**config.mk**
```make
export PLATFORM = sky130hd
export DESIGN_NAME = flag_unit
export DESIGN_NICKNAME = d
export VERILOG_FILES = /design/src/rtl/flag_pkg.sv /design/src/rtl/flag_stack.sv /design/src/rtl/flag_unit.sv
export SDC_FILE = /design/constraint.sdc
export NUM_CORES = 1
export LEC_CHECK = 0
export ABC_AREA = 1
export CAP_MARGIN = 0
export CORE_AREA = 3 3 55 57
export CTS_CLUSTER_DIAMETER = 100
export DETAILED_ROUTE_END_ITERATION = 10
export DIE_AREA = 0 0 58 60
export PLACE_DENSITY = 0.65
export SLEW_MARGIN = 20
export SYNTH_ARGS = -nofsm -noshare
export SYNTH_HDL_FRONTEND = slang
export SYNTH_SLANG_ARGS = --single-unit
```
**constraint.sdc**
```tcl
create_clock -name clk -period 1.4 [get_ports clk]
set_input_delay 0.21 -clock clk [delete_from_list [all_inputs] [get_ports clk]]
set_output_delay 0.21 -clock clk [all_outputs]
set_load 0.01 [all_outputs]
```
**src/rtl/flag_pkg.sv**
```systemverilog
// Shared constants for the flag unit: compare opcode, flag bit positions
// and default sizing used by the top level and the save stack.
package flag_pkg;

  localparam int OPW_DEF    = 5;
  localparam int NF_DEF     = 2;
  localparam int DEPTH_DEF  = 4;
  localparam int GT_BIT_DEF = 1;
  localparam int EQ_BIT_DEF = 0;

  localparam logic [4:0] CMP_OP_DEF = 5'b00101;

  // Width of an occupancy counter that must represent 0..depth inclusive.
  function automatic int cnt_width(input int depth);
    return $clog2(depth) + 1;
  endfunction

endpackage

```
**src/rtl/flag_stack.sv**
```systemverilog
// LIFO used to save and restore the flag register across interrupts.
// The pointer wraps modulo DEPTH; the occupancy counter saturates at 0 and DEPTH.
// Simultaneous push and pop cancel out and leave the stack untouched.
module flag_stack
  import flag_pkg::*;
#(
  parameter int NF    = NF_DEF,
  parameter int DEPTH = DEPTH_DEF,
  localparam int AW   = $clog2(DEPTH),
  localparam int CW   = cnt_width(DEPTH)
) (
  input  logic          clk,
  input  logic          reset,
  input  logic          push,
  input  logic          pop,
  input  logic [NF-1:0] din,
  output logic [NF-1:0] dout,
  output logic [CW-1:0] cnt,
  output logic          full,
  output logic          empty,
  output logic          ovf,
  output logic          unf
);

  logic [NF-1:0] mem [DEPTH];
  logic [AW-1:0] sp_q, sp_d;
  logic [CW-1:0] cnt_q, cnt_d;
  logic          ovf_q, ovf_d;
  logic          unf_q, unf_d;
  logic          do_push, do_pop;

  assign full    = (cnt_q == CW'(DEPTH));
  assign empty   = (cnt_q == '0);
  assign do_push = push & ~pop & ~full;
  assign do_pop  = pop & ~push & ~empty;

  // Top of stack is the entry just below the write pointer.
  assign dout  = mem[sp_q - AW'(1)];
  assign cnt   = cnt_q;
  assign ovf   = ovf_q;
  assign unf   = unf_q;

  // Next pointer, occupancy and sticky error flags.
  always_comb begin
    sp_d  = sp_q;
    cnt_d = cnt_q;
    ovf_d = ovf_q;
    unf_d = unf_q;
    if (do_push) begin
      sp_d  = sp_q + AW'(1);
      cnt_d = cnt_q + CW'(1);
    end else if (do_pop) begin
      sp_d  = sp_q - AW'(1);
      cnt_d = cnt_q - CW'(1);
    end
    if (push && !pop && full)  ovf_d = 1'b1;
    if (pop && !push && empty) unf_d = 1'b1;
  end

  // Control state register with synchronous reset.
  always_ff @(posedge clk) begin
    if (reset) begin
      sp_q  <= '0;
      cnt_q <= '0;
      ovf_q <= 1'b0;
      unf_q <= 1'b0;
    end else begin
      sp_q  <= sp_d;
      cnt_q <= cnt_d;
      ovf_q <= ovf_d;
      unf_q <= unf_d;
    end
  end

  // Storage write; contents need no reset, a reset cycle drops the save.
  always_ff @(posedge clk) begin
    if (!reset && do_push) mem[sp_q] <= din;
  end

endmodule

```
**src/rtl/flag_unit.sv**
```systemverilog
// Architectural compare-flag register with same-cycle forwarding and an
// interrupt save/restore stack. Stall freezes everything; flush only
// squashes the flag update.
module flag_unit
  import flag_pkg::*;
#(
  parameter int             OPW    = OPW_DEF,
  parameter logic [OPW-1:0] CMP_OP = OPW'(CMP_OP_DEF),
  parameter int             NF     = NF_DEF,
  parameter int             GT_BIT = GT_BIT_DEF,
  parameter int             EQ_BIT = EQ_BIT_DEF,
  parameter int             DEPTH  = DEPTH_DEF
) (
  input  logic                   clk,
  input  logic                   reset,
  input  logic [OPW-1:0]         op,
  input  logic                   valid_in,
  input  logic                   stall,
  input  logic                   flush,
  input  logic [NF-1:0]          flags_in,
  input  logic                   push,
  input  logic                   pop,
  output logic [NF-1:0]          flags_q,
  output logic [NF-1:0]          flags_fwd,
  output logic                   gt_flag,
  output logic                   eq_flag,
  output logic [$clog2(DEPTH):0] stack_cnt,
  output logic                   stack_full,
  output logic                   stack_empty,
  output logic                   ovf_err,
  output logic                   unf_err
);

  logic          upd;
  logic          push_g, pop_g;
  logic [NF-1:0] stack_dout;
  logic [NF-1:0] flags_d;

  assign upd    = valid_in & ~flush & ~stall & (op == CMP_OP);
  assign push_g = push & ~stall;
  assign pop_g  = pop & ~stall;

  assign flags_fwd = upd ? flags_in : flags_q;
  assign gt_flag   = flags_q[GT_BIT];
  assign eq_flag   = flags_q[EQ_BIT];

  flag_stack #(
    .NF    (NF),
    .DEPTH (DEPTH)
  ) u_stack (
    .clk   (clk),
    .reset (reset),
    .push  (push_g),
    .pop   (pop_g),
    .din   (flags_q),
    .dout  (stack_dout),
    .cnt   (stack_cnt),
    .full  (stack_full),
    .empty (stack_empty),
    .ovf   (ovf_err),
    .unf   (unf_err)
  );

  // A lone pop owns the flag register (restore, or hold if nothing is saved);
  // otherwise a compare update lands.
  always_comb begin
    flags_d = flags_q;
    if (pop_g && !push_g) begin
      if (!stack_empty) flags_d = stack_dout;
    end else if (upd) begin
      flags_d = flags_in;
    end
  end

  // Flag register with synchronous reset.
  always_ff @(posedge clk) begin
    if (reset) flags_q <= '0;
    else       flags_q <= flags_d;
  end

endmodule

```
==> flow_summary.yaml <==
status:
  status: "finished, violations left"
  failed_checks: "setup timing"
final_layout:
  n_fill_cell: 235
  drive_gt1_share_pct: 38.4
  fin_cells: 228
  antenna_cells: 0
  nets: 218
  area_growth_pct: 60.0
  fin_area_sq_um: 1620
drt:
  dr.pass1.iters: 4
  ant_nets: 0
  via_count: 1022
  finalWirelength_mm: 2.60
  wire_per_inst_um: 11.4
  drtIter0Drc: 13
  viasPerCell: 4.48
  drcViolationCount: 0
synthesis:
  synth.most_common_cell: "nand2_1"
  synth_common_cells: "33 x nand2_1, 27 x inv_1, 15 x nor2_1"
  synth_top_area_share_pct: 23.7
  synthMuxAreaShare_pct: 0
  ys_warn_count: 0
  synthSimpleGateAreaFrac_pct: 33.5
  synth_seq_cells: 17
  synth_top_family_by_area: "simple AND/OR/NAND/NOR gates"
  synth_edf_count: 8
  synth-xor-area-share_pct: 0
  synth_nets: 158
  synth.distinct_cells: 19
  synthTopCellsByArea: "edfxtp_1 24%, dfxtp_1 18%, nand2_1 12%"
  synthCells: 139
  yosysTopAreaCell: "edfxtp_1"
  syn-cell-area_sq_um: 1010
  ys_seq_area_share_pct: 41.4
  synth_compound_area_share_pct: 4.44
  ys.flop_type: "dfxtp_1"
  syn_avg_cell_area_sq_um: 7.30
  synthAdderAreaFrac_pct: 6.17
  async_flop_share_pct: 0
hold_path:
  hp-class: "primary input to register"
sta:
  fin_crit_ps: 1490
  setup_violations: 2
  finalSetupTns_ps: -114
  finalHoldViolCount: 0
  slew_violations: 0
  tightest_slew_ps: 155
  grt_setup_unrepaired: "true"
  fmax_mhz: 669
  post-route-period-util_pct: 107
  skew_ps: 1.77
  worst_slack_ps: -94.1
  maxSlewHeadroom_pct: 89.6
placement:
  port_buffers: 26
  gp_congestion: 0.862
  dp.cells: 212
  dpl.hpwl_mm: 1.84
  post_dp_cell_area_sq_um: 1450
grt:
  grt-busiest-layer: "met2"
  grt_overflow: 0
  antenna_found_initial: 0
  use_met1_pct: 16.6
  grt_pass1_vias: 1032
  met3_usage_pct: 3.24
  grt_max_degree: 12
  grt_pass1_wl_mm: 4.10
  grtUsageMet2_pct: 30.3
  grt_use_total_pct: 15.6
critical_path:
  timing.rr.end: "u_stack.cnt[2]$_SDFFE_PP0P_"
  crit_family: "simple AND/OR/NAND/NOR gates"
  rr_worst_depth: 13
  cp_slowest_cell: "dfxtp_4"
  crit_path_frequent_cell: "nand2_1"
  crit_cells: 13
  crit_chain: "inv_4, nand3_4, inv_4, nor2_4, nand2_1, o21ai_1, inv_1, ha_2, nor2_1, nand2_1, nand3_1, nand2_1, nor2_1"
  slowest_delay_ps: 370
  critical_path.max_fanout: 3
  cp_data_arrival_time_ps: 1720
  crit_required_ps: 1630
  r2r-start: "u_stack.cnt[0]$_SDFFE_PP0P_"
  rrSetupSlack_ps: -90
  crit_path_start: "u_stack.cnt[0]$_SDFFE_PP0P_"
  start_kind: "register"
  criticalPathCategory: "register to register"
  cp-endpoint: "u_stack.cnt[2]$_SDFFE_PP0P_"
  cp-end-kind: "register"
  path_buf_inv: 3
clocking:
  clk_pin_slew_ps: 110
  cts_max_level: 1
  cts_root_buf: "clkbuf_4"
  clock-sinks: 17
  clock_latency_ps: 290
  tritoncts: "done"
  holdBufCountCts: 0
  numCtsBuffers: 3
  ctsLongestPathBuffers: 2
floorplan:
  die_area_sq_um: 3480
  io-pin-count: 27
  die_h_um: 60
  start_util_pct: 40.2
  rows: 18
  die_w_um: 58
  fp.coreArea_sq_um: 2520
job:
  max_cap_violations: 0
pwr:
  vdd_drop_max_mv: 0.369
  powerDensity_nw_per_um2: 684
  leakage_nw: 0.853
## cells in the final DEF (no fill, tap or decap), drive strengths merged
cell / count
nand3: 11
edfxtp: 8
clkdlybuf4s50: 3
clkbuf: 4
ha: 5
dlymetal6s2s: 4
dlygate4sd2: 15
nand2: 36
nor2: 20
and2: 2
a21oi: 5
nand3b: 2
dfxtp: 9
buf: 34
clkinvlp: 1
o21ai: 4
inv: 35
## worst min-delay path by stage
stage                     cells past startpoint                startpoint  slack [ps]                          end
after floorplan                               1                     reset         270  u_stack.cnt[1]$_SDFFE_PP0P_
after global placement                        2  u_stack.ovf$_SDFFE_PP0P_         450     u_stack.ovf$_SDFFE_PP0P_
after detailed placement                      2  u_stack.ovf$_SDFFE_PP0P_         470     u_stack.ovf$_SDFFE_PP0P_
after CTS                                     2  u_stack.ovf$_SDFFE_PP0P_         490     u_stack.ovf$_SDFFE_PP0P_
after global routing                          5                      push         480     u_stack.ovf$_SDFFE_PP0P_
final                                         5                      push         400     u_stack.ovf$_SDFFE_PP0P_
## worst register-to-register path, stage by stage (launching register included)
cell and delay, ps:
dfxtp_4 370, inv_4 50, nand3_4 80, inv_4 40, nor2_4 80, nand2_1 60, o21ai_1 100, inv_1 70
ha_2 170, nor2_1 90, nand2_1 90, nand3_1 90, nand2_1 60, nor2_1 90
## report_power, final
group	switching (W)	internal, W
sequential	0.0000111	0.000532
clock	0.000167	0.000108
combinational	0.000147	0.000144
total	0.000326	0.000784
## cell type report
| cell class | count | area [sq um] | share of cell area (%) |
|---|---|---|---|
| multi-input combinational | 85 | 517 | 31.8 |
| timing repair buffer | 57 | 470 | 29.0 |
| sequential | 17 | 430 | 26.5 |
| inverter | 35 | 139 | 8.55 |
| tap | 30 | 37.5 | 2.31 |
| clock buffer | 3 | 22.5 | 1.39 |
| clock inverter | 1 | 7.51 | 0.462 |
## through the flow
| step | setup slack (ps) | hold slack, ps | power, W | util, % |
|---|---|---|---|---|
| finish | -94.1 | 402 | 0.00111 | 64.4 |
| CTS | -94.4 | 495 | 0.00108 | 60.8 |
| global placement | -476 | 451 | 0.000808 | 57.4 |
| floorplan | 5.96 | 269 | 0.000676 | - |
| detailed placement | -542 | 467 | 0.000812 | 57.4 |
| global route | -202 | 484 | 0.00117 | 64.4 |
## what timing repair did
item                                    in CTS  in global routing
resized for setup                           40                 20
endpoints found under the setup margin      22                 17
setup buffers                                9                  3
pin swaps                                   15                 10
## registers in the layout, indices dropped and copies added, names as in the netlist
signal	cells
flags_q	2
u_stack.unf	1
u_stack.ovf	1
u_stack.mem	8
u_stack.cnt	3
u_stack.sp_q	2
## cell families after synthesis
logic type / count (synthesis)
compound gates: 9
fa+ha+maj: 5
buf+inv: 37
flops: 17
simple gates: 71
## layer usage
metal | share of wire (%) | wire length, um | up-vias
met4 | 0.96 | 25 | 0
met2 | 54 | 1400 | 22
met5 | 0 | 0 | -
met1 | 41 | 1060 | 463
li1 | - | - | 535
met3 | 4.5 | 116 | 2
Note: power is estimated with default switching activity, not from simulation.
